--- src/rtl/rf_wport_arb.sv ---
// Register-file write-port arbiter: round-robin between ALU and load-unit writebacks,
// one-cycle registered commit, and a per-register write-pending scoreboard.
// Define RF_ARB_WCNT_EN to build the rf_cwe commit-count strobe; otherwise it is tied low.
module rf_wport_arb #(
   parameter int DW = 16,
   parameter int AW = 2
) (
   input  logic                 clk,
   input  logic                 rst,
   input  logic                 hold,
   input  logic                 a_valid,
   input  logic [AW-1:0]        a_wad,
   input  logic [DW-1:0]        a_wd,
   output logic                 a_ready,
   input  logic                 m_valid,
   input  logic [AW-1:0]        m_wad,
   input  logic [DW-1:0]        m_wd,
   output logic                 m_ready,
   input  logic                 iss_valid,
   input  logic [AW-1:0]        iss_rd,
   output logic                 iss_ready,
   output logic                 rf_we,
   output logic [AW-1:0]        rf_wad,
   output logic [DW-1:0]        rf_wd,
   output logic                 rf_cwe,
   output logic [(2**AW)-1:0]   busy
);

   localparam int NREG = 2**AW;

   // 1 when the load unit won the most recent transfer; reset value favours m on the first tie
   logic            last_m_reg;
   logic            rf_we_reg;
   logic [AW-1:0]   rf_wad_reg;
   logic [DW-1:0]   rf_wd_reg;
   logic [NREG-1:0] busy_reg;
   logic [NREG-1:0] busy_next;
   logic            xfer;

   assign a_ready   = !rst && !hold && a_valid && (!m_valid || last_m_reg);
   assign m_ready   = !rst && !hold && m_valid && (!a_valid || !last_m_reg);
   assign xfer      = a_ready || m_ready;
   assign iss_ready = !rst && iss_valid && !busy_reg[iss_rd];

   always_ff @(posedge clk or posedge rst) begin
      if (rst) begin
         last_m_reg <= 1'b0;
         rf_we_reg  <= 1'b0;
         rf_wad_reg <= '0;
         rf_wd_reg  <= '0;
      end else begin
         rf_we_reg <= xfer;
         if (xfer) begin
            last_m_reg <= m_ready;
            rf_wad_reg <= m_ready ? m_wad : a_wad;
            rf_wd_reg  <= m_ready ? m_wd  : a_wd;
         end
      end
   end

   // A reservation landing on the same edge as the commit clear keeps the bit set
   genvar gi;
   generate
      for (gi = 0; gi < NREG; gi++) begin : g_busy
         logic set_w;
         logic clr_w;
         assign set_w         = iss_ready && (iss_rd == AW'(gi));
         assign clr_w         = rf_we_reg && (rf_wad_reg == AW'(gi));
         assign busy_next[gi] = set_w || (busy_reg[gi] && !clr_w);
      end
   endgenerate

   always_ff @(posedge clk or posedge rst) begin
      if (rst) busy_reg <= '0;
      else     busy_reg <= busy_next;
   end

`ifdef RF_ARB_WCNT_EN
   logic rf_cwe_reg;
   always_ff @(posedge clk or posedge rst) begin
      if (rst) rf_cwe_reg <= 1'b0;
      else     rf_cwe_reg <= xfer;
   end
   assign rf_cwe = rf_cwe_reg;
`else
   assign rf_cwe = 1'b0;
`endif

   assign rf_we  = rf_we_reg;
   assign rf_wad = rf_wad_reg;
   assign rf_wd  = rf_wd_reg;
   assign busy   = busy_reg;

endmodule

--- config.mk ---
export PLATFORM = sky130hd
export DESIGN_NAME = rf_wport_arb
export DESIGN_NICKNAME = d
export VERILOG_FILES = /design/src/rtl/rf_wport_arb.sv
export SDC_FILE = /design/constraint.sdc
export NUM_CORES = 1
export LEC_CHECK = 0
export ABC_AREA = 1
export CAP_MARGIN = 20
export CORE_AREA = 2 2 61 63
export CTS_CLUSTER_DIAMETER = 200
export DETAILED_ROUTE_END_ITERATION = 6
export DIE_AREA = 0 0 63 65
export PLACE_DENSITY_LB_ADDON = 0.15
export SETUP_SLACK_MARGIN = 0.4
export SYNTH_ARGS = -nofsm -noshare
export SYNTH_HDL_FRONTEND = slang
export SYNTH_SLANG_ARGS = --single-unit
--- constraint.sdc ---
create_clock -name clk -period 2.49 [get_ports clk]
set_input_delay 0.3735 -clock clk [delete_from_list [all_inputs] [get_ports clk]]
set_output_delay 0.3735 -clock clk [all_outputs]
set_load 0.01 [all_outputs]
==> results.py <==
metrics = {
    "run_status": {
        "outcome": "finished, final reports clean",
    },
    "placed_design": {
        "finalWeightedCongestion": 0.7687,
        "io_buffer_count": 69,
        "placed_area_sq_um": 2203,
        "hpwl_um": 2706,
    },
    "routing": {
        "antenna_left": 0,
        "wl_um": 3575,
        "drt_iter0_drc": 69,
        "post_drt_wl_per_cell_um": 10.83,
        "num_vias": 1492,
        "dr.pass1.iters": 6,
        "drc": 0,
        "vias_per_cell": 4.521,
    },
    "logic_synthesis": {
        "synthArstFlopShare_pct": 100.0,
        "synth.most_common_cell": "nand2_1",
        "synth_commonest_cells": "nand2_1 (64), inv_1 (48), dfrtp_1 (24)",
        "syn_avg_cell_area_sq_um": 7.025,
        "ys.flop_type": "dfrtp_1",
        "synth_edf_count": 0,
        "synthCells": 210,
        "synth.area.top_cells": "dfrtp_1 (41%), nand2_1 (16%), inv_1 (12%)",
        "yosysTopAreaCell": "dfrtp_1",
        "syn-num-nets": 254,
        "ys.warnings.count": 0,
        "ys_seq_area_share_pct": 40.71,
        "ys_seq_elements": 24,
        "syn_area_sq_um": 1475,
        "synth_cell_types": 20,
        "netlist.area_leader.share_pct": 40.71,
    },
    "power": {
        "p_comb_share_pct": 42.9,
        "seq_power_share_pct": 42.5,
        "p_int_uw": 917.4,
        "power_density_nw_per_um2": 605.0,
        "power.leakage_nw": 1.213,
        "switching_share_pct": 32.67,
        "ir_drop_uv": 326.7,
        "pwr-share-clk_pct": 14.6,
        "netSwitchingPower_uw": 445.1,
    },
    "grt": {
        "grt_max_degree": 21,
        "grt_use_total_pct": 19.22,
        "antenna_found_initial": 0,
        "grt_overflow": 0,
        "grt_pass1_wl_um": 6354,
        "first_global_vias": 1397,
    },
    "timing": {
        "drv_slew": 0,
        "finalHoldViolations": 0,
        "rsz0062_at_grt": "no",
        "fin_skew_ns": 0.001658,
        "setup-violations-final": 0,
        "setup_tns_ns": 0,
        "min_period_ns": 1.982,
        "fmax_mhz": 504.6,
        "period_share_pct": 79.59,
    },
    "finish": {
        "fin_area_sq_um": 2252,
        "diodes": 0,
        "final_net_count": 327,
        "area_delta_synth_final_pct": 52.67,
        "largest_reg_flops": 16,
        "drive_gt1_share_pct": 8.511,
    },
    "cts": {
        "htree_levels": 1,
        "clk_pin_slew_ns": 0.13,
        "tritoncts": "built",
        "cts_root_buf": "clkbuf_4",
        "numCtsBuffers": 3,
        "clock_latency_ns": 0.30,
        "clock_sinks": 24,
        "clockBufferDepth": 2,
    },
    "floorplan": {
        "die-area_sq_um": 4095,
        "initial_utilization_pct": 42.20,
        "die_x_um": 63,
        "pin_count": 71,
        "fp.dieH_um": 65,
        "core-area_sq_um": 3496,
        "num_rows": 22,
    },
    "critical_path": {
        "crit_required_ns": 2.12,
        "crit_fanout": 2,
        "critPathCaptureType": "output pin",
        "critPathKind": "input port to output pin",
        "cp-start-kind": "input port",
        "reg2regPathDepth": 7,
        "crit_arrival_ns": 1.61,
    },
    "job": {
        "cap_violations": 0,
    },
    "worst_hold_path": {
        "hold_path_class": "input port to asynchronous set/reset pin",
    },
}
-- cell type report --
cell class | count | area, sq um
fillers | 345 | 1244
repair buffers | 80 | 768.2
multi-input cells | 125 | 603.1
flip-flops and latches | 24 | 600.6
inverters | 49 | 183.9
well taps | 48 | 60.06
clock buffers | 4 | 36.28
-- power groups by stage --
stage / sequential (mW) / combinational, mW / clock (mW)
3_5_place_dp: 0.585 / 0.592 / 0
4_1_cts: 0.579 / 0.593 / 0.213
2_1_floorplan: 0.627 / 0.209 / 0
3_3_place_gp: 0.586 / 0.589 / 0
6_report: 0.579 / 0.585 / 0.199
5_1_grt: 0.595 / 0.643 / 0.227
-- metrics by stage --
step	hold WS (ns)	cells	worst slack [ns]	utilization, %	total power, mW
2_1_floorplan	0.3881	210	1.091	-	0.8358
3_3_place_gp	0.4633	324	0.2346	63.03	1.175
6_report	0.4939	330	0.5083	64.42	1.363
5_1_grt	0.5203	330	0.4193	64.42	1.465
3_5_place_dp	0.4686	324	0.2016	63.03	1.177
4_1_cts	0.4814	330	0.4822	64.39	1.384
-- what timing repair did --
item	CTS	global route
setup endpoints to repair	3	1
gates resized for setup	6	1
hold buffers	0	0
buffers inserted	2	0
cloned	0	0
pin swaps	1	0
-- cell usage in the layout, fill, tap and decap left out, drive strengths merged --
master         count
nand2             66
inv               49
nor2               5
a21oi              1
nand3             25
dlygate4sd2        4
nand4             20
conb               1
o21ai              5
clkbuf             4
dfrtp             24
clkdlybuf4s50     64
clkdlybuf4s15      1
buf               11
nor3               2
-- layer usage --
layer  track usage, %  up-vias  share of wire (%)
li1                 -      788                  -
met1            24.29      656                 44
met2            32.98       46                 49
met3            3.646        2                5.8
met4            6.389        0               0.62
met5                0        -                  0
-- final timing paths --
kind                            start   endpoint  slack [ns]
max                               rst    a_ready        0.51
min                               rst  rf_wd[13]        0.49
max reg2reg                last_m_reg  rf_wad[1]        1.03
min reg2reg                 rf_wd[10]  rf_wd[10]        0.50
max in group asynchronous         rst    busy[0]        1.47
min in group clk            rf_wd[10]  rf_wd[10]        0.50
-- worst max-delay path: stages --
cell and delay, ns:
clkdlybuf4s50_1 0.44, buf_4 0.16, nor2_4 0.13, buf_4 0.14
nand3_4 0.07, inv_1 0.07, clkdlybuf4s15_1 0.23
-- kinds of logic after synthesis --
family	after synthesis	synth area share, %
compound gates	6	2.035
buf+inv	61	18.57
flops	24	40.71
other cells	1	0.2542
simple gates	118	38.42
No activity file was read; power rests on OpenSTA's default activity.
